[src/rtl/edge_evt_pkg.sv]
// Shared types for the edge event scheduler: FSM encoding and channel-index width.
package edge_evt_pkg;

  typedef enum logic {
    IDLE  = 1'b0,
    OFFER = 1'b1
  } state_e;

  function automatic int ch_w(input int n);
    return (n > 2) ? $clog2(n) : 1;
  endfunction

endpackage

[src/rtl/edge_det_cell.sv]
// One channel's front end: synchroniser, sample/prev flops and a gated 1->0 detector.
module edge_det_cell #(
  parameter int SYNC_STAGES = 2
) (
  input  logic clk,
  input  logic rst,
  input  logic din,
  input  logic en,
  output logic fall
);

  // chain[SYNC_STAGES] is the sample flop behind the synchroniser stages
  logic [SYNC_STAGES:0] chain;
  logic                 s, p;

  assign s = chain[SYNC_STAGES];

  always_ff @(posedge clk or negedge rst) begin
    if (!rst) begin
      chain <= '0;
      p     <= 1'b0;
    end else begin
      chain[0] <= din;
      for (int i = 1; i <= SYNC_STAGES; i++) chain[i] <= chain[i-1];
      p <= s;
    end
  end

  assign fall = p & ~s & en;

endmodule

[src/rtl/edge_event_scheduler.sv]
// Multi-channel falling-edge scheduler: latches edges as pending events and
// serialises them round-robin onto a single valid/ready event port.
module edge_event_scheduler
  import edge_evt_pkg::*;
#(
  parameter  int NUM_CH      = 4,
  parameter  int SYNC_STAGES = 2,
  localparam int CH_W        = ch_w(NUM_CH)
) (
  input  logic              clk,
  input  logic              rst,
  input  logic [NUM_CH-1:0] ch_in,
  input  logic [NUM_CH-1:0] ch_en,
  output logic              evt_valid,
  output logic [CH_W-1:0]   evt_ch,
  input  logic              evt_ready,
  output logic [NUM_CH-1:0] pend,
  output logic [NUM_CH-1:0] ovf,
  input  logic [NUM_CH-1:0] ovf_clr
);

  logic [NUM_CH-1:0] fall, acc, pend_d, ovf_d;
  state_e            state, state_d;
  logic [CH_W-1:0]   ptr, ptr_d, ch_d, win;
  logic              found;
  int                idx;

  for (genvar i = 0; i < NUM_CH; i++) begin : g_ch
    edge_det_cell #(.SYNC_STAGES(SYNC_STAGES)) u_cell (
      .clk  (clk),
      .rst  (rst),
      .din  (ch_in[i]),
      .en   (ch_en[i]),
      .fall (fall[i])
    );
  end

  // evt_valid is the OFFER state itself, so an async reset drops it at once
  assign evt_valid = (state == OFFER);

  always_comb begin
    acc = '0;
    for (int i = 0; i < NUM_CH; i++)
      acc[i] = evt_valid & evt_ready & (evt_ch == CH_W'(i));
    // a fresh edge on the channel being accepted re-arms it without overflow
    pend_d = ch_en & (fall | (pend & ~acc));
    ovf_d  = (fall & pend & ~acc) | (ovf & ~ovf_clr);
  end

  // rotating priority search starting at ptr
  always_comb begin
    found = 1'b0;
    win   = '0;
    idx   = 0;
    for (int k = 0; k < NUM_CH; k++) begin
      idx = int'(ptr) + k;
      if (idx >= NUM_CH) idx = idx - NUM_CH;
      if (!found && pend[idx]) begin
        found = 1'b1;
        win   = CH_W'(idx);
      end
    end
  end

  always_comb begin
    state_d = state;
    ch_d    = evt_ch;
    ptr_d   = ptr;
    case (state)
      IDLE: if (found) begin
        state_d = OFFER;
        ch_d    = win;
      end
      OFFER: if (evt_ready) begin
        state_d = IDLE;
        ptr_d   = (evt_ch == CH_W'(NUM_CH - 1)) ? '0 : evt_ch + 1'b1;
      end
      default: state_d = IDLE;
    endcase
  end

  always_ff @(posedge clk or negedge rst) begin
    if (!rst) begin
      state  <= IDLE;
      evt_ch <= '0;
      ptr    <= '0;
      pend   <= '0;
      ovf    <= '0;
    end else begin
      state  <= state_d;
      evt_ch <= ch_d;
      ptr    <= ptr_d;
      pend   <= pend_d;
      ovf    <= ovf_d;
    end
  end

endmodule

[config.mk]
export PLATFORM = sky130hd
export DESIGN_NAME = edge_event_scheduler
export DESIGN_NICKNAME = d
export VERILOG_FILES = /design/src/rtl/edge_evt_pkg.sv /design/src/rtl/edge_det_cell.sv /design/src/rtl/edge_event_scheduler.sv
export SDC_FILE = /design/constraint.sdc
export NUM_CORES = 1
export LEC_CHECK = 0
export ABC_AREA = 1
export ABC_CLOCK_PERIOD_IN_PS = 1300
export CAP_MARGIN = 20
export CELL_PAD_IN_SITES_DETAIL_PLACEMENT = 1
export CELL_PAD_IN_SITES_GLOBAL_PLACEMENT = 1
export CORE_MARGIN = 10
export CORE_UTILIZATION = 41
export DETAILED_ROUTE_END_ITERATION = 12
export DONT_BUFFER_PORTS = 1
export HOLD_SLACK_MARGIN = 0.02
export PLACE_DENSITY_LB_ADDON = 0.1
export SKIP_CTS_REPAIR_TIMING = 1
export SLEW_MARGIN = 20
export SYNTH_ARGS = -nofsm -noshare
export SYNTH_HDL_FRONTEND = slang
export SYNTH_SLANG_ARGS = --single-unit
[constraint.sdc]
create_clock -name clk -period 1.3 [get_ports clk]
set_input_delay 0.26 -clock clk [delete_from_list [all_inputs] [get_ports clk]]
set_output_delay 0.26 -clock clk [all_outputs]
set_load 0.02 [all_outputs]
==> Word level (Yosys, flattened, before mapping) <==
Index checks and enable logic that the tools add are counted.
{ "word_totals": {"input_bits": 15, "register_bits": 29, "elab_cells": 96} }
{ "classes": {"order_cmp": 8, "bitwise_logic": 27, "n_mux": 28, "eq_ne": 3, "addsub": 8, "n_reduce_logical": 9} }
{ "op_table": {"columns": ["op", "count"], "rows": [
  ["32-bit by 4-bit less-than comparator with 1-bit output (second input constant)", 4],
  ["32-bit two-way mux", 4],
  ["4-bit bitwise AND", 5],
  ["1-bit two-way mux", 14],
  ["1-bit bitwise AND", 13],
  ["3-bit by 3-bit subtractor with 4-bit output (second input constant)", 3],
  ["2-bit two-way mux", 5],
  ["3-bit >= comparator (second input constant)", 3],
  ["1-bit binary-select mux with 2-bit select", 4],
  ["4-bit NOT", 2],
  ["4-bit OR", 2],
  ["2-bit by 2-bit adder with 3-bit output (second input constant)", 2],
  ["1-bit NOT", 5],
  ["2-bit equality test (second input constant)", 2],
  ["2-bit AND reduction", 2],
  ["2-bit by 3-bit subtractor with 4-bit output (second input constant)", 1],
  ["2-bit by 1-bit adder with 3-bit output (second input constant)", 1],
  ["2-bit by 3-bit >= comparator with 1-bit output (second input constant)", 1],
  ["1-bit logical AND", 3],
  ["1-bit zero test", 3],
  ["2-bit by 1-bit adder with 2-bit output (second input constant)", 1],
  ["2-bit by 1-bit equality test with 1-bit output (second input constant)", 1],
  ["2-bit zero test", 1],
  ["1-bit case mux with 2 select lines", 1]
]} }

==> Logic depth before layout (Yosys ltp) <==
Gate-level depths: netlist of the first run.
{ "depth": {"word_depth": 17, "mapped_depth": 12, "mapped_depth_nobuf": 11} }

==> Hierarchy <==
A second synthesis of the first run with hierarchy kept.
{ "unflattened": {"cells_unflattened": 142, "hier_area_um2": 1301.2} }
{ "modules_own_cells": {"columns": ["module", "n_inst", "area_each_um2", "cells_per_inst"], "rows": [
  ["edge_event_scheduler", 1, 860.8, 118],
  ["edge_det_cell", 4, 110.1, 6]
]} }

==> Worst setup path before layout of the first run <==
OpenSTA, ideal clock, no wires.
{ "synth_path": {"path_type": "reg-to-reg", "start": "register pend[1]", "end": "register evt_ch[1]", "t_arrival_ns": 1.208, "t_required_ns": 1.183, "path_stages_with_launch": 11, "path_slack_ns": -0.024, "setup_time_ns": 0.117, "path_cell_list": "dfrtp_1 inv_1 nand2_1 nand3_1 nand2_2 nor2_4 nand3_2 nand2_2 inv_1 nand2_1 nand2_1"} }
{ "synth_between": {"elab_chain_cells": 14, "elab_cells_between_ends": 27, "cone_classes": "mux (20); reduce/logical (7)"} }
{ "synth_rtl": {"columns": ["element", "line", "text"], "rows": [
  ["from (decl)", "edge_event_scheduler.sv:17", "output logic [NUM_CH-1:0] pend,"],
  ["from (signal assigned)", "edge_event_scheduler.sv:93", "pend <= pend_d;"],
  ["1-bit binary-select mux with 2-bit select", "edge_event_scheduler.sv:58", "if (!found && pend[idx]) begin"],
  ["1-bit two-way mux (not written as such) (2 in series)", "edge_event_scheduler.sv:58", null],
  ["1-bit two-way mux", "edge_event_scheduler.sv:58", null],
  ["1-bit zero test", "edge_event_scheduler.sv:58", null],
  ["1-bit logical AND", "edge_event_scheduler.sv:58", null],
  ["1-bit two-way mux", "edge_event_scheduler.sv:58", null],
  ["1-bit zero test", "edge_event_scheduler.sv:58", null],
  ["1-bit logical AND", "edge_event_scheduler.sv:58", null],
  ["1-bit two-way mux", "edge_event_scheduler.sv:58", null],
  ["1-bit zero test", "edge_event_scheduler.sv:58", null],
  ["1-bit logical AND", "edge_event_scheduler.sv:58", null],
  ["1-bit two-way mux", "edge_event_scheduler.sv:58", null],
  ["2-bit AND reduction (no source line)", null, null],
  ["to (signal assigned)", "edge_event_scheduler.sv:91", "evt_ch <= ch_d;"],
  ["to (decl)", "edge_event_scheduler.sv:15", "output logic [CH_W-1:0] evt_ch,"]
]} }
Parallel ways exist; a longest one is shown, timed or not. The select of a mux whose other input is x is not followed.
A chain may end at the register's enable or synchronous reset.

==> Final worst setup path of the first run <==
{ "layout_path": {"start": "register ptr[1]", "end": "register evt_ch[0]"} }
{ "layout_between": {"elab_chain_cells": 16, "elab_cells_between_ends": 42, "cone_classes": "add/sub (7); order compare (4); mux (24); reduce/logical (7)"} }
{ "layout_rtl": {"columns": ["element", "line", "text"], "rows": [
  ["from (decl)", "edge_event_scheduler.sv:24", "logic [CH_W-1:0] ptr, ptr_d, ch_d, win;"],
  ["from (signal assigned)", "edge_event_scheduler.sv:92", "ptr <= ptr_d;"],
  ["parallel branches: the longest is 16 deep, another holds 3-bit by 3-bit subtractor with 4-bit output", null, null]
]} }
Several ways; the timed one is not identified. The select of a mux whose other input is x is not followed.

==> impl_table.tex, run 1 <==
\begin{tabular}{lr}
\hline
Metric & Value \\
\hline
\multicolumn{2}{l}{\textbf{Outcome}} \\
Status & finished with violations \\
Violations in the final reports & setup timing \\
\multicolumn{2}{l}{\textbf{Setup path}} \\
Worst reg2reg path endpoint & evt\_ch[0] \\
Crit path DAT & between 1.5 and 2 ns \\
Max stage delay on crit path & about 0.46 ns \\
Data required time of the worst path & roughly 1.5 ns \\
Sort of element at the start of the critical path & flop \\
Critical path's top delay family & simple AND/OR/NAND/NOR gates \\
Critical path buffer and inverter count & 2 \\
Max stage delay cell, worst path & dfrtp\_2 \\
Logic depth of the worst register-to-register path & 11 \\
Critical path peak fanout & 5 \\
Most used cell along the critical path & nand2\_4 \\
Kind of capture point of the worst setup path & flop \\
Setup CP Type & reg2reg \\
WP depth & 11 \\
Startpoint of the lowest-slack register-to-register path & ptr[1] \\
Flop-to-flop setup slack & -0.15 ns \\
Worst setup path startpoint & ptr[1] \\
Worst-path cell chain & inv\_2, nand2\_1, nand2\_4, nand2\_4, nand2\_4, nor2\_4, nand3\_2, nand2\_4, buf\_4, nand2\_1, nand2\_1 \\
End point of the critical path & evt\_ch[0] \\
\multicolumn{2}{l}{\textbf{Timing}} \\
Period Utilization, post-route & 1.12 \\
Final number of max-transition violations & 0 \\
Setup repair after global routing missed its margin & true \\
Upper clock frequency limit & 689 MHz \\
Clock period minus worst slack & 1.45 ns \\
Total negative setup slack & -0.425 ns \\
Least setup slack across all paths after layout & -0.152 ns \\
Tightest Pin Transition & between 0.2 and 0.25 ns \\
Max-slew headroom & 0.836 \\
Final count of hold timing violations & 0 \\
Worst hold margin & 0.0573 ns \\
Worst clock skew on the final layout & a little over 0.005 ns \\
Count of endpoints failing setup in the final report & 3 \\
\multicolumn{2}{l}{\textbf{Route}} \\
Remaining DRCs & 0 \\
TritonRoute pass-1 iters & 4 \\
WL final & 3230 um \\
Mean routed wirelength per cell & 14.2 um \\
Initial DRC Count & 35 \\
DR vias & $\sim$1100 \\
Antenna viol nets, final & 0 \\
Vias/cell & roughly 4.7 \\
\multicolumn{2}{l}{\textbf{Place}} \\
Routability cong. & 0.789 \\
Port bufs & 0 \\
Detail Placement HPWL & roughly 2300 um \\
\multicolumn{2}{l}{\textbf{Power}} \\
Total leakage power & about 0.00089 uW \\
Power per cell area & 2210 nW/um2 \\
Peak supply drop & about 1100 uV \\
\multicolumn{2}{l}{\textbf{Final layout}} \\
Fillcell total & approximately 360 \\
P\&R area growth vs syn & 36.2\% \\
Layout cells sized above 1 & 0.299 \\
NumNets Final & between 200 and 250 \\
Register cell area after layout & between 700 and 800 um2 \\
Final antenna diode count & 0 \\
Area used by multi-input combinational logic & $\sim$540 um2 \\
\multicolumn{2}{l}{\textbf{Synthesis}} \\
Part of the Yosys area used for sequential elements & 0.558 \\
Combined area of all synthesized cells & roughly 1300 um2 \\
Area fraction of the dominant cell type after synthesis & 0.558 \\
Top post-synthesis cells by area & dfrtp\_1, nand2\_1, inv\_1 \\
Number of synthesis warnings & 0 \\
Flop and latch count out of synthesis & 29 \\
Count of cell types in the netlist & 17 \\
Number of standard cells after synthesis & $\sim$150 \\
Synthesized area per cell & between 8 and 9 um2 \\
Synthesized Nets & $\sim$170 \\
Cell taking the most area after synthesis & dfrtp\_1 \\
\multicolumn{2}{l}{\textbf{Floorplanning}} \\
Chip Width & 76.3 um \\
Height of the chip & between 70 and 80 um \\
Row count & 20 \\
Initial core utilization & 0.426 \\
Area of the die & 5830 um2 \\
Core box area & between 3000 and 4000 um2 \\
Number of top-level design ports & 26 \\
\multicolumn{2}{l}{\textbf{Clocking}} \\
Maximum level of the CTS H-tree & 2 \\
CTS root buf & clkbuf\_4 \\
Clk pin slew, worst setup/hold paths & approximately 0.09 ns \\
TritonCTS clock tree & yes \\
Number of CTS-inserted buffers & 5 \\
Maximum buffer depth of the clock tree & 2 \\
Worst-skew pair later-pin latency & between 0.3 and 0.4 ns \\
Total number of clock tree sinks & 29 \\
\multicolumn{2}{l}{\textbf{Global route}} \\
Total routing resource utilization after global routing & 0.107 \\
Aggregate global routing overflow & 0 \\
Maximum number of pins on one net before global-route repair & 30 \\
Wire length of the first global-routing pass & approximately 5000 um \\
Antenna violations before repair & 0 \\
Via count of the first global-routing pass & roughly 1100 \\
\multicolumn{2}{l}{\textbf{Hold path}} \\
Tightest Hold Check Type & in2reg \\
\multicolumn{2}{l}{\textbf{Job}} \\
Max\_cap viols & 0 \\
\hline
\end{tabular}
flip-flops by register name, indices dropped and copies added, names as in the netlist:
register           flops
g_ch.u_cell.chain     12
g_ch.u_cell.p          4
ovf                    4
pend                   4
evt_ch                 2
ptr                    2
evt_valid              1
kinds of logic after synthesis:
kind of cell             count (synthesis)  synth area share
adder cells (fa/ha/maj)                  4            0.0385
buffers and inverters                   22            0.0721
flip-flops                              29             0.558
AO/OA/AOI/OAI                           14            0.0577
AND/OR/NAND/NOR                         79             0.274
worst reg2reg max path: stages (launching register included):
cell and delay, ns:
dfrtp_2 0.46, inv_2 0.13, nand2_1 0.11, nand2_4 0.11, nand2_4 0.06, nand2_4 0.08, nor2_4 0.05, nand3_2 0.07
nand2_4 0.07, buf_4 0.13, nand2_1 0.05, nand2_1 0.05
cell usage in the layout (no fill, tap or decap), types with 4 or more instances in the layout:
| master | synthesis | routed |
|---|---|---|
| nand2_1 | 52 | 44 |
| o21ai_0 | 9 | 7 |
| nand2_2 | 8 | 10 |
| dlygate4sd3_1 | 0 | 9 |
| buf_4 | 1 | 17 |
| o22ai_1 | 4 | 4 |
| ha_1 | 4 | 4 |
| nand3_1 | 10 | 8 |
| dfrtp_1 | 29 | 26 |
| inv_1 | 18 | 16 |
| nand2_4 | 0 | 6 |
| clkbuf_4 | 0 | 5 |
synth_stat cells:
master / instances
nand4_1: 1
buf_4: 1
ha_1: 4
inv_1: 18
buf_6: 1
o21ai_0: 9
nand3_1: 10
nand2_1: 52
a21oi_1: 1
o22ai_1: 4
nand3_2: 1
nand2_2: 8
dfrtp_1: 29
inv_2: 2
nand3b_1: 3
nor2_4: 1
nor2_1: 3
power by group:
group | internal [uW] | switching (uW)
sequential | 1030 | 141
clock | 459 | 306
combinational | 854 | 1120
final cells by class:
cell class | instances | area share
sequential | 29 | 0.412
multi-input combinational | 97 | 0.306
timing repair buffer | 30 | 0.158
inverter | 20 | 0.0452
clock buffer | 7 | 0.0311
tap | 44 | 0.0311
clock inverter | 1 | 0.0169
layer usage:
layer,up-vias,part of all wire,track usage
met5,-,0,0
met4,0,0.0087,0.0446
li1,529,-,-
met2,20,0.51,0.177
met1,523,0.42,0.114
met3,5,0.054,0.0507
how the worst min path moves through the flow:
stage / start / end / slack [ns] / cells after the start
floorplan: rst / evt_ch[0] / -0.04 / 0
global placement: rst / g_ch[1].u_cell.chain[0] / -0.03 / 0
detailed placement: rst / g_ch[1].u_cell.chain[0] / -0.03 / 0
CTS: rst / ovf[2] / -0.40 / 0
global route: ch_en[1] / pend[1] / 0.05 / 2
finish: evt_ready / evt_valid / 0.06 / 1
metrics by stage:
step	instance area, um2	power (uW)	util	setup slack, ns	instances
2_1_floorplan	1310	2210	-	-0.0141	148
3_3_place_gp	1460	2640	0.477	-0.111	205
3_5_place_dp	1460	2690	0.477	-0.187	205
4_1_cts	1540	3490	0.505	-0.218	213
5_1_grt	1770	4220	0.580	-0.238	228
6_report	1770	3910	0.580	-0.152	228
Power figures use the tool's default switching activity.
==> run 2, diff against run 1 <==
--- a/config.mk
+++ b/config.mk
@@ -6,15 +6,16 @@
 export NUM_CORES = 1
 export LEC_CHECK = 0
 export ABC_AREA = 1
-export ABC_CLOCK_PERIOD_IN_PS = 1300
+export ABC_CLOCK_PERIOD_IN_PS = 1500
 export CAP_MARGIN = 20
 export CELL_PAD_IN_SITES_DETAIL_PLACEMENT = 1
 export CELL_PAD_IN_SITES_GLOBAL_PLACEMENT = 1
 export CORE_MARGIN = 10
-export CORE_UTILIZATION = 41
+export CORE_UTILIZATION = 45
 export DETAILED_ROUTE_END_ITERATION = 12
 export DONT_BUFFER_PORTS = 1
 export HOLD_SLACK_MARGIN = 0.02
+export MAX_ROUTING_LAYER = met4
 export PLACE_DENSITY_LB_ADDON = 0.1
 export SKIP_CTS_REPAIR_TIMING = 1
 export SLEW_MARGIN = 20
==> constraint.sdc (replaced) <==
create_clock -name clk -period 1.5 [get_ports clk]
set_input_delay 0.3 -clock clk [delete_from_list [all_inputs] [get_ports clk]]
set_output_delay 0.3 -clock clk [all_outputs]
set_load 0.02 [all_outputs]
==> impl_table.tex, run 2 (synthesis results as in run 1) <==
\begin{tabular}{lr}
\hline
Metric & Value \\
\hline
\multicolumn{2}{l}{\textbf{Outcome}} \\
Status & completed \\
\multicolumn{2}{l}{\textbf{Setup path}} \\
Data required time of the worst path & about 1.7 ns \\
Flop-to-flop setup slack & $\sim$0.026 ns \\
Setup CP Type & reg2reg \\
Crit path DAT & approximately 1.7 ns \\
Startpoint of the lowest-slack register-to-register path & ptr[0] \\
Sort of element at the start of the critical path & flop \\
Worst reg2reg path endpoint & evt\_ch[1] \\
Logic depth of the worst register-to-register path & 11 \\
Critical path peak fanout & 5 \\
Kind of capture point of the worst setup path & flop \\
\multicolumn{2}{l}{\textbf{Floorplanning}} \\
Chip Width & about 74 um \\
Area of the die & roughly 5400 um2 \\
Core box area & between 2000 and 3000 um2 \\
Row count & 19 \\
Initial core utilization & 0.472 \\
Height of the chip & approximately 74 um \\
Number of top-level design ports & 26 \\
\multicolumn{2}{l}{\textbf{Route}} \\
WL final & between 3000 and 4000 um \\
Mean routed wirelength per cell & roughly 17 um \\
Antenna viol nets, final & 0 \\
Vias/cell & approximately 5.3 \\
Remaining DRCs & 0 \\
Initial DRC Count & 26 \\
DR vias & 1087 \\
TritonRoute pass-1 iters & 4 \\
\multicolumn{2}{l}{\textbf{Timing}} \\
Period Utilization, post-route & 0.983 \\
Upper clock frequency limit & $\sim$680 MHz \\
Worst hold margin & between 0.05 and 0.06 ns \\
Tightest Pin Transition & around 0.32 ns \\
Setup repair after global routing missed its margin & true \\
Final number of max-transition violations & 0 \\
Final count of hold timing violations & 0 \\
Max-slew headroom & 0.783 \\
Total negative setup slack & 0 ns \\
Worst clock skew on the final layout & roughly 0.0056 ns \\
Count of endpoints failing setup in the final report & 0 \\
Clock period minus worst slack & 1.47 ns \\
Least setup slack across all paths after layout & between 0.02 and 0.03 ns \\
\multicolumn{2}{l}{\textbf{Final layout}} \\
Final antenna diode count & 0 \\
Register cell area after layout & 728 um2 \\
Cell area after layout & between 1500 and 2000 um2 \\
Area used by multi-input combinational logic & about 560 um2 \\
Commonest non-fill, non-tap cell in the layout & nand2\_1 \\
P\&R area growth vs syn & 29.6\% \\
Largest register by flop count & g\_ch.u\_cell.chain \\
Fillcell total & $\sim$320 \\
Max FFs per register & 12 \\
Layout cells sized above 1 & 0.274 \\
Final non-filler cell total & just over 200 \\
Top library cells by usage in the layout, fill and taps aside & nand2\_1, dfrtp\_1, inv\_1 \\
NumNets Final & between 150 and 200 \\
\multicolumn{2}{l}{\textbf{Place}} \\
Cell Area, Placed & 1380 um2 \\
DP Cell Count & between 150 and 200 \\
Post-Place Worst Slack & 0.00619 ns \\
Detail Placement HPWL & between 2000 and 2500 um \\
Port bufs & 0 \\
Routability cong. & just over 0.8 \\
\multicolumn{2}{l}{\textbf{Clocking}} \\
Worst-skew pair later-pin latency & about 0.33 ns \\
Maximum buffer depth of the clock tree & 2 \\
TritonCTS clock tree & yes \\
Clk pin slew, worst setup/hold paths & around 0.10 ns \\
Number of CTS-inserted buffers & 5 \\
CTS root buf & clkbuf\_4 \\
Maximum level of the CTS H-tree & 2 \\
Total number of clock tree sinks & 29 \\
\multicolumn{2}{l}{\textbf{Global route}} \\
Antenna violations before repair & 0 \\
Total routing resource utilization after global routing & 0.123 \\
Via count of the first global-routing pass & approximately 1000 \\
Aggregate global routing overflow & 0 \\
Wire length of the first global-routing pass & between 4000 and 5000 um \\
Maximum number of pins on one net before global-route repair & 30 \\
\multicolumn{2}{l}{\textbf{Hold path}} \\
Origin of the worst min-delay path & ovf\_clr[1] \\
Tightest Hold Check Type & in2reg \\
End point of the worst hold path & ovf[1] \\
Number of stages on the worst hold path & 1 \\
\multicolumn{2}{l}{\textbf{Power}} \\
Total leakage power & slightly below 0.0009 uW \\
Peak supply drop & 1520 uV \\
Power per cell area & approximately 2000 nW/um2 \\
\multicolumn{2}{l}{\textbf{Job}} \\
Max\_cap viols & 0 \\
\hline
\end{tabular}
-- run 2: changes by cell type in the layout (fill, tap and decap cells not counted), moves of 2 or more --
| cell | previous run | this run |
|---|---|---|
| dlygate4sd3_1 | 9 | 5 |
| inv_1 | 16 | 18 |
| nand2_2 | 10 | 6 |
| nand2_4 | 6 | 10 |
| buf_4 | 17 | 14 |
| inv_2 | 3 | 0 |
-- run 2: area by class of cell --
cell class / instances / area share
Multi-Input combinational cell: 97 / 0.333
Sequential cell: 29 / 0.432
Inverter: 20 / 0.0490
Tap cell: 31 / 0.0230
Clock inverter: 2 / 0.0223
Timing Repair Buffer: 21 / 0.111
Clock buffer: 6 / 0.0304
-- run 2: critical path, stage by stage, from the launching register on --
cell and delay [ns]:
dfrtp_2 0.47, buf_6 0.16, nand2_4 0.07, nand2_4 0.06, nand2_4 0.08, nand2_4 0.06, nor2_4 0.15, nand3_2 0.10
nand2_4 0.10, inv_1 0.04, nand2_1 0.05, nand2_1 0.04
-- run 2: how the worst max path moves through the flow --
stage	start	to	slack, ns
finish	ptr[0]	evt_ch[1]	0.03
global route	ptr[0]	evt_ch[1]	-0.08
CTS	ptr[0]	evt_ch[1]	-0.02
detailed placement	ptr[0]	evt_ch[1]	0.006
global placement	ptr[0]	evt_ch[1]	0.09
floorplan	pend[1]	evt_ch[1]	0.18
-- run 2: routing by layer --
layer / share of wire / wire, um / GRT usage / vias up
met2: 0.54 / 1880 / 0.195 / 24
met1: 0.37 / 1300 / 0.129 / 534
met4: 0.039 / 135 / 0.0580 / 0
met3: 0.048 / 168 / 0.0552 / 12
li1: - / - / - / 517
met5: 0 / 0 / - / -
-- run 2: power breakdown --
part           leakage, uW  switching (uW)  internal [uW]  total (uW)
sequential        0.000353             146            890        1040
combinational     0.000472             969            615        1580
clock            0.0000445             280            396         676
-- run 2: through the flow --
step,total power (uW),util
after floorplan,1900,-
after CTS,2870,0.533
after global placement,2130,0.501
after detailed placement,2180,0.501
final,3300,0.612
after global routing,3560,0.612
==> run 3, diff against run 2 <==
--- a/config.mk
+++ b/config.mk
@@ -7,7 +7,6 @@
 export LEC_CHECK = 0
 export ABC_AREA = 1
 export ABC_CLOCK_PERIOD_IN_PS = 1500
-export CAP_MARGIN = 20
 export CELL_PAD_IN_SITES_DETAIL_PLACEMENT = 1
 export CELL_PAD_IN_SITES_GLOBAL_PLACEMENT = 1
 export CORE_MARGIN = 10
==> results of run 3 <==
The final DEF is identical to that of run 2; final timing and power are the same.
==> patch: new RTL, config.mk and constraints of run 3 <==
`SYNC_STAGES` is set to 2 in 2 places; all go to 4.
--- a/src/rtl/edge_det_cell.sv
+++ b/src/rtl/edge_det_cell.sv
@@ -2,3 +2,3 @@
 module edge_det_cell #(
-  parameter int SYNC_STAGES = 2
+  parameter int SYNC_STAGES = 4
 ) (
--- a/src/rtl/edge_event_scheduler.sv
+++ b/src/rtl/edge_event_scheduler.sv
@@ -6,3 +6,3 @@
   parameter  int NUM_CH      = 4,
-  parameter  int SYNC_STAGES = 2,
+  parameter  int SYNC_STAGES = 4,
   localparam int CH_W        = ch_w(NUM_CH)
Formal check against the unedited RTL: not equivalent (a bounded check fails within 10 cycles, from zero or initial values and one cycle with rst low).
==> patch against run 3 <==
Power is essentially flat; sequential power grew 17%; synthesized cell count shrank 0.68%; synthesized area grew 14%; sequential share of layout area grew 7.0 points; routed wire length shrank 4.7%; clock power shrank 30%; worst setup slack gained 0.017 ns; cell area grew 9.7%; maximum frequency grew 1.2%; sequential cell count grew 8; largest power group unchanged.
==> patch: results (changes against run 3) <==
| Metric | Value |
|---|---|
| Layout Cells excl Fill | `217 (+5.3%)` |
| Max reg flops | `20 (+8)` |
| Hold Path Depth | `1 (unchanged)` |
| Clock skew | `0.01555 ns (+0.009899 ns)` |
| CTS H-tree lvls | `2 (unchanged)` |
| Worst slack, placed | `-0.04025 ns (-0.04643 ns)` |
| Post-synth top cells | `nand2_1 (45), dfrtp_1 (37), inv_1 (17), nand3_1 (9), nand2_2 (8)` |
| Hold Path End | `ovf[2]$_DFF_PN0_` |
| Status | `completed` |
| Synth area leaders | `dfrtp_1 (63%), nand2_1 (11%), inv_1 (4.3%)` |
| Largest net degree at the start of global routing | `38 (+27%)` |
| DR iter-0 viols | `42 (+62%)` |
| R2r worst-path depth | `11 (unchanged)` |
| Worst hold start | `ovf_clr[2]` |
| Global-route wire length before repair | `5050 um (+1.7%)` |
| Crit path arrival time | `1.68 ns (-0.02 ns)` |
| Fillers | `358 (+13%)` |
| Num CTS Buffers | `5 (unchanged)` |
| Synth Warn # | `0 (unchanged)` |
| Multi-input logic area | `538.0 um2 (-4.2%)` |
| Nets | `191 (-1.0%)` |
| DR vias/cell | `4.903 (-7.1%)` |
| # port buffers | `0 (unchanged)` |
| WL/cell | `15.32 um (-9.6%)` |
| Reg-to-reg setup timing slack | `0.04 ns (+0.02 ns)` |
| Vias in the first global route | `1120 (+6.8%)` |
| Placed Cells incl. Taps | `197 (+6.5%)` |
| Routability cong. | `0.8535 (+3.2%)` |
| Startpoint Class | `flip-flop` |
| Skew-Pair Late Insertion Delay | `0.33 ns (about the same)` |
| Area post-placement | `1574 um2 (+14%)` |
| Slowest stage delay, CP | `0.44 ns (-0.03 ns)` |
| Post-Synthesis Cells | `147 (-0.68%)` |
| LEAKAGE | `0.9184 nW (+5.6%)` |
| Min-delay worst type | `input port to flip-flop` |
| Critical R2R Launch | `ptr[0]$_DFFE_PN0P_` |
| Hpwl dp | `2356 um (+4.7%)` |
| Worst path slowest cell | `dfrtp_2` |
| Share of layout cells above drive strength 1 | `30.06% (+2.6 points)` |
| Final hold slack | `0.05889 ns (+0.003669 ns)` |
| Tot GR Track Use | `10.81% (-1.5 points)` |
| Pre-antenna DRT Iters | `4 (unchanged)` |
| Max_slew headroom | `81.03% (+2.7 points)` |
| Internal power component | `0.001901 W (about the same)` |
| Biggest register | `g_ch.u_cell.chain` |
| Net count after synthesis | `166 (-0.60%)` |
| Sequential area share after synthesis | `62.66% (+6.9 points)` |
| Peak supply drop | `792.0 uV (-48%)` |
patch: cell type report:
type	instances	area share [%]
clock buffer	6	2.231
clock inverter	2	0.5409
inverter	20	4.733
multi-input combinational	89	29.07
sequential	37	50.17
tap	44	2.975
timing repair buffer	18	9.669
timing repair inverter	1	0.6085
patch: worst max path at each step:
stage | slack [ns] | cells past startpoint | endpoint
floorplan | 0.21 | 10 | evt_ch[1]$_DFFE_PN0P_
global placement | 0.06 | 9 | evt_ch[1]$_DFFE_PN0P_
detailed placement | -0.04 | 9 | evt_ch[1]$_DFFE_PN0P_
CTS | -0.06 | 9 | evt_ch[1]$_DFFE_PN0P_
global route | -0.04 | 11 | evt_ch[1]$_DFFE_PN0P_
finish | 0.04 | 11 | evt_ch[1]$_DFFE_PN0P_
patch: power groups by stage:
stage,Combinational (W),Clock (W),Sequential [W]
global route,0.00180,0.000554,0.00123
floorplan,0.000851,0,0.00127
CTS,0.00113,0.000494,0.00126
finish,0.00161,0.000470,0.00122
detailed placement,0.00113,0,0.00128
global placement,0.00108,0,0.00127
patch: metal layers:
metal  up-vias  global-route usage [%]  wire length (um)
met4         0                   5.474                99
met2        28                   17.22              1749
met1       516                   11.59              1315
met3        11                   3.963               161
met5         -                       -                 0
li1        509                       -                 -
patch: cell families (layout without fill, tap and decap cells):
family	after synthesis	in the layout	synth area share, %
AOI/OAI and AO/OA	10	10	3.725
buffers and inverters	21	47	6.351
DFF	37	37	62.66
and+or+nand+nor	75	75	23.88
adders and majority gates	4	4	3.387
